[config.mk]
export PLATFORM = sky130hd
export DESIGN_NAME = vram_arbiter
export DESIGN_NICKNAME = d
export VERILOG_FILES = /design/src/rtl/vram_arbiter.sv
export SDC_FILE = /design/constraint.sdc
export NUM_CORES = 1
export LEC_CHECK = 0
export CAP_MARGIN = 20
export CORE_MARGIN = 3
export CORE_UTILIZATION = 45
export DETAILED_ROUTE_END_ITERATION = 8
export PLACE_DENSITY = 0.89
export SLEW_MARGIN = 25
export SYNTH_ARGS = -nofsm -noshare
export SYNTH_HDL_FRONTEND = slang
export SYNTH_SLANG_ARGS = --single-unit
export TNS_END_PERCENT = 5
[constraint.sdc]
create_clock -name clock -period 3.55 [get_ports clock]
set_input_delay 0.8875 -clock clock [delete_from_list [all_inputs] [get_ports clock]]
set_output_delay 0.8875 -clock clock [all_outputs]
set_load 0.02 [all_outputs]
[src/rtl/vram_arbiter.sv]
// vram_arbiter
//   Shares a single-port VRAM between the video fetcher and the CPU.
//   Video slots (vRd=1 on a ce) always win: the memory address is driven
//   from vA and writes are blocked. A CPU request is captured in IDLE,
//   waits out any video slots, gets one clean ce period of ACCESS, and is
//   then acknowledged with a single-clock cpuAck pulse in DONE.
//
// Build option:
//   CONTENTION_EN  when defined, cpuCe is held low while a CPU request is
//                  pending in IDLE/WAIT during the contention window (cn=1),
//                  mimicking ULA clock stretching. Those suppressed ce
//                  cycles also count toward stall. When undefined, cpuCe
//                  is simply ce and cn is ignored.
//
// Ports:
//   clock, reset      system clock, asynchronous active-high reset
//   ce                pixel clock enable (shared with the video fetcher)
//   vRd, vA, vD       video fetch slot, fetch address, fetched data
//   cn                contention window from video timing
//   cpuReq, cpuWr     CPU request (held until cpuAck) and write flag
//   cpuA, cpuDi       CPU address within the VRAM page, CPU write data
//   cpuDo, cpuAck     registered read data, one-clock completion pulse
//   cpuCe             CPU clock enable
//   memA, memDi       VRAM address, VRAM read data
//   memDo, memWe      VRAM write data, VRAM write strobe
//   stall             saturating count of ce cycles a CPU request waited

module vram_arbiter (
  input  logic        clock,
  input  logic        reset,
  input  logic        ce,
  input  logic        vRd,
  input  logic [12:0] vA,
  input  logic        cn,
  output logic [7:0]  vD,
  input  logic        cpuReq,
  input  logic        cpuWr,
  input  logic [13:0] cpuA,
  input  logic [7:0]  cpuDi,
  output logic [7:0]  cpuDo,
  output logic        cpuAck,
  output logic        cpuCe,
  output logic [13:0] memA,
  input  logic [7:0]  memDi,
  output logic [7:0]  memDo,
  output logic        memWe,
  output logic [7:0]  stall
);

  typedef enum logic [1:0] {
    S_IDLE   = 2'd0,
    S_WAIT   = 2'd1,
    S_ACCESS = 2'd2,
    S_DONE   = 2'd3
  } state_t;

  state_t      state;
  logic        cap_wr;
  logic [13:0] cap_a;
  logic [7:0]  cap_di;

  logic        ce_block;
  logic        waited;
  logic        stall_inc;

`ifdef CONTENTION_EN
  assign ce_block = cpuReq & cn & ((state == S_IDLE) | (state == S_WAIT));
`else
  logic unused_cn;
  assign unused_cn = cn;
  assign ce_block  = 1'b0;
`endif

  assign cpuCe = ce & ~ce_block;

  // Video owns the bus during its slot; otherwise the captured CPU address
  // stays on memA, so it naturally holds its last value while idle.
  assign memA  = vRd ? {1'b0, vA} : cap_a;
  assign memWe = (state == S_ACCESS) & cap_wr & ~vRd;
  assign memDo = cap_di;

  // A request "waits" on a ce when a video slot blocks it: at capture time,
  // while in WAIT, or when a video slot lands on top of ACCESS. A ce that is
  // both blocked and contended is counted once.
  assign waited = vRd & (((state == S_IDLE) & cpuReq) |
                         (state == S_WAIT) | (state == S_ACCESS));
  assign stall_inc = ce & (waited | ce_block);

  always_ff @(posedge clock or posedge reset) begin
    if (reset) begin
      state  <= S_IDLE;
      cap_wr <= 1'b0;
      cap_a  <= 14'd0;
      cap_di <= 8'd0;
      cpuDo  <= 8'd0;
      cpuAck <= 1'b0;
      vD     <= 8'd0;
      stall  <= 8'd0;
    end else begin
      cpuAck <= 1'b0;

      if (ce && vRd)
        vD <= memDi;

      if (stall_inc && (stall != 8'hFF))
        stall <= stall + 8'd1;

      case (state)
        S_IDLE: begin
          if (ce && cpuReq) begin
            cap_wr <= cpuWr;
            cap_a  <= cpuA;
            cap_di <= cpuDi;
            state  <= vRd ? S_WAIT : S_ACCESS;
          end
        end
        S_WAIT: begin
          if (ce && !vRd)
            state <= S_ACCESS;
        end
        S_ACCESS: begin
          // A video slot colliding with ACCESS simply stretches it.
          if (ce && !vRd) begin
            if (!cap_wr)
              cpuDo <= memDi;
            cpuAck <= 1'b1;
            state  <= S_DONE;
          end
        end
        S_DONE: begin
          state <= S_IDLE;
        end
        default: state <= S_IDLE;
      endcase
    end
  end

endmodule

# Word level (Yosys, flattened, before mapping)
# Cells that the tools add are included.
dict set report op_classes {
  n_addsub 1
  n_mul 0
  div 0
  magnitude_cmp 0
  n_eq_ne 7
  shift 0
  mux 8
  n_bitwise 9
  n_reduce_logical 9
}
# op n
set ops {}
lappend ops {{2-to-1 mux 14 bit} 1}
lappend ops {{adder 8 x 1 -> 8 bit (second input constant)} 1}
lappend ops {{2-to-1 mux 2 bit} 4}
lappend ops {{inequality test 8 bit (second input constant)} 1}
lappend ops {{one-hot mux 2 bit (4 select lines)} 1}
lappend ops {{inequality test 2 x 1 -> 1 bit (second input constant)} 3}
lappend ops {{AND reduction 3 bit} 2}
lappend ops {{bitwise AND 1 bit} 5}
lappend ops {{equality test 2 bit (second input constant)} 2}
lappend ops {{logical AND 1 bit} 4}
lappend ops {{equality test 2 x 1 -> 1 bit (second input constant)} 1}
lappend ops {{logical NOT 2 bit} 1}
lappend ops {{2-to-1 mux 1 bit} 2}
lappend ops {{inverter 1 bit} 2}
lappend ops {{bitwise OR 1 bit} 2}
lappend ops {{AND reduction 2 bit} 1}
lappend ops {{logical NOT 1 bit} 1}
dict set report totals {
  register_bits 50
  latch_bits 0
  mem_bits_rw 0
  mem_bits_ro 0
  input_bits 50
  wordCells 42
  mem_count 0
}

# Longest topological paths before layout
dict set report depth {
  word_depth 7
  depth_mapped 7
  depth_no_buf 6
}

# Least setup slack after synthesis
# No wires, ideal clock.
dict set report synth_timing {
  kind {input port to output port}
  startpoint {input vRd}
  endpoint {output memA[10]}
  t_arrival_ns 1.785
  required_time_ns 2.663
  slack_ns 0.877
  cell_stages 3
  path_cell_list {buf_4 clkbuf_1 mux2_2}
}
dict set report synth_between {
  elab_chain_cells 1
}
# element line
set synth_lines {}
lappend synth_lines {{start: declaration} 32} ;# input logic vRd,
lappend synth_lines {{2-to-1 mux 14 bit} 78} ;# assign memA = vRd ? {1'b0, vA} : cap_a;
lappend synth_lines {{end: declaration} 43} ;# output logic [13:0] memA,
# No other way between the ends.

# Worst setup path after layout
dict set report layout_timing {
  startpoint {input vRd}
  endpoint {output memA[6]}
}
# The elaborated chain is that of the path after synthesis.

==> key figures <==
Power and ir drop
  – Cell area power density: between 700 and 800 nW/um^2
  – Worst vdd ir: about 0.00040 V
  – Sw frac: 34.17%
  – Psw: between 0.8 and 0.9 mW
  – Pint: ~1.6 mW
  – Sequential share of power: around two fifths
  – Logic pwr share: between 40% and 50%
  – Clock power share: between 10% and 20%
  – LEAKAGE: 1.435 nW

Critical path
  – Endpoint class of the critical path: output pin
  – Crit Path Category: input pin to output pin
  – Crit path DAT: 2460 ps
  – Critical path required time: 2660 ps
  – Crit-path max FO: 18
  – Setup crit start kind: input pin

Route
  – Via density: ~4.8
  – Detailed Routing Iterations Pass 1: 4
  – Avg WL per Cell: about 14 um
  – Via count: roughly 1600
  – Final WL: between 4000 and 5000 um
  – DRT antenna net count: 0
  – Initial DRC Count: between 50 and 60
  – Remaining DRCs: 0

Synth
  – Synth Area in Simple Gates: approximately 7%
  – Post-synthesis xor/xnor area fraction: 1.165%
  – Syn Inst Count: approximately 160
  – Seq/Total Area, Yosys: 55.46%
  – Main combinational cell family by area after synthesis: multiplexers
  – Synth Area in Adders: roughly 2.2%
  – Syn avg cell area: 13.93 um^2
  – Synth cell types: 26
  – Post-synthesis mux area share: between 20% and 30%
  – Syn Nets: between 200 and 250
  – Compound-Gate Fraction of Synth Area: approximately 2.1%
  – Post-synthesis register bit count: 50
  – Synth Warn #: 0
  – Mapped Area: roughly 2300 um^2

Clock network
  – CTS buffer count: 5
  – Clock sinks: 50
  – Worst skew pair latency: 300 ps
  – Clk pin slew, worst setup/hold paths: about 100 ps
  – Clock Tree Buf Depth: 2
  – H-Tree Depth: 2
  – Setup bufs post-CTS: 0
  – Root Driver: clkbuf_8
  – Hold buffer count at cts: 0
  – CTS tree: built
  – Post-CTS sizing: 0

Outcome
  – Status: complete, no violations

STA
  – RSZ-0062 raised after global routing: no
  – Final setup viols: 0
  – Clock Skews: about 11 ps
  – Max-slew violations: 0
  – Max_slew headroom: roughly 45%
  – Setup TNS: 0 ps
  – FMAX: around 300 MHz
  – Slew @ Worst Pin: between 800 and 900 ps
  – Final hold slack: just over 500 ps
  – Final Hold Fails: 0
  – Final Critical Period: about 3300 ps
  – Final worst-path cycle share: between 90% and 100%

Floorplan
  – Die width: 76.81 um
  – FP Rows: 25
  – Initial core utilization: 47.14%
  – Die Area: between 5000 and 6000 um^2
  – IO Count: approximately 100
  – Core Area: ~4800 um^2
  – Die H: ~77 um

Worst hold path
  – Hold Path Class: flip-flop to flip-flop

Cells and area
  – Share of layout cells above drive strength 1: a little over a quarter
  – Ant diodes: 0
  – Nets: between 300 and 400
  – Area Growth Syn to Fin: 50.80%
  – Final Core Density: between 70 and 80%
  – Fillcell total: about 340

Placed design
  – Post-DP HPWL: 3324 um
  – Placer's final routability congestion estimate: a little under 0.8
  – IO Port Bufs: 97

Global route
  – Antenna violations before repair: 0
  – Remaining Overflow, GRT: 0
  – First-pass GRT wire length: between 7000 and 8000 um
  – All-Layer GR Usage: between 15 and 20%
  – Largest net degree at the start of global routing: 51
  – Vias in the first global route: approximately 1600

Flow run
  – Max-cap violations: 0
[final timing paths]
path / startpoint / endpoint / slack, ps / cells past startpoint
max: vRd / memA[6] / 200 / 4
min: memDo[3] / memDo[3] / 510 / 1
max reg2reg: state[0] / stall[1] / 1590 / 6
min reg2reg: memDo[3] / memDo[3] / 510 / 1
max in group asynchronous: reset / cap_a[12] / 2010 / 2
min in group asynchronous: reset / memDo[5] / 1040 / 2
[worst max-delay path, stage by stage]
cell and delay (ps):
clkdlybuf4s50_1 510, buf_12 170, mux2_2 340, clkdlybuf4s50_1 540
[synth_stat cells (all sizes together)]
library cell,count,share of area (%)
mux2i,4,1.8
xor2,3,1.2
nand2,6,1.3
clkbuf,1,0.17
o21ai,1,0.22
nor4b,1,0.67
and2,1,0.28
nor4,1,0.94
or2,1,0.28
nor2b,2,0.55
o31ai,1,0.33
inv,6,1.0
buf,6,1.8
mux2,55,27
a211oi,2,0.67
ha,4,2.2
dfrtp,50,55
nor2,4,0.67
and3,2,0.55
nand3,3,0.67
a21oi,4,0.89
nor3,4,0.89
[per-stage QoR]
step                std cells  setup WS (ps)  instance area, um^2  total power, mW
CTS                       330          185.8                 3401            2.466
detailed placement        322          184.8                 3301            2.108
global route              330          165.7                 3402            2.576
global placement          322          193.8                 3301            2.074
floorplan                 162          877.5                 2256            1.595
finish                    330          202.2                 3402            2.430
[state kept, by name (all words and copies together), names as in the netlist]
register,flops
cap_a,14
cap_wr,1
cpuAck,1
cpuDo,8
memDo,8
stall,8
state,2
vD,8
[metal layers]
metal | vias to the layer above | GRT usage, % | wire, um
met1 | 748 | 18.36 | 1899
met4 | 0 | 4.348 | 48
met5 | - | 0 | 0
met2 | 64 | 26.66 | 2116
li1 | 765 | - | -
met3 | 5 | 6.221 | 401
[cell usage in the layout (no fill, tap or decap)]
| cell | count |
|---|---|
| nor4_4 | 1 |
| clkinv_2 | 1 |
| buf_12 | 1 |
| ha_1 | 4 |
| o21ai_0 | 1 |
| and2_1 | 1 |
| and3_1 | 2 |
| mux2i_1 | 4 |
| mux2_2 | 54 |
| clkinv_4 | 2 |
| or2_1 | 1 |
| a21oi_1 | 4 |
| inv_1 | 5 |
| nand2_4 | 1 |
| clkbuf_8 | 6 |
| o31ai_1 | 1 |
| nor2_1 | 4 |
| xor2_1 | 3 |
| clkdlybuf4s50_1 | 97 |
| buf_4 | 2 |
| nor2b_1 | 2 |
| nand2_1 | 5 |
| nor4b_2 | 1 |
| nor3_1 | 4 |
| mux2_1 | 1 |
| dfrtp_1 | 50 |
| nand3_1 | 3 |
| a211oi_1 | 2 |
[logic make-up after synthesis]
group	Yosys count
mux	59
flops	50
simple gates	25
buf+inv	13
compound gates	8
fa+ha+maj	4
xor+xnor	3
[final cells by class]
type                       instances  area, um^2  area share [%]
tap                               67       83.83           2.464
timing repair buffer             100        1006           29.57
multi-input combinational         99       937.1           27.55
clock buffer                       6       82.58           2.427
sequential                        50        1251           36.78
clock inverter                     2       17.52          0.5149
inverter                           6       23.77          0.6988
[power by group through the flow]
stage	combinational, mW	sequential, mW	clock [mW]
global route	1.23	0.966	0.382
CTS	1.17	0.935	0.364
global placement	1.14	0.938	0
finish	1.15	0.933	0.349
detailed placement	1.16	0.946	0
floorplan	0.503	1.09	0
Note: power is estimated with default switching activity, not from simulation.
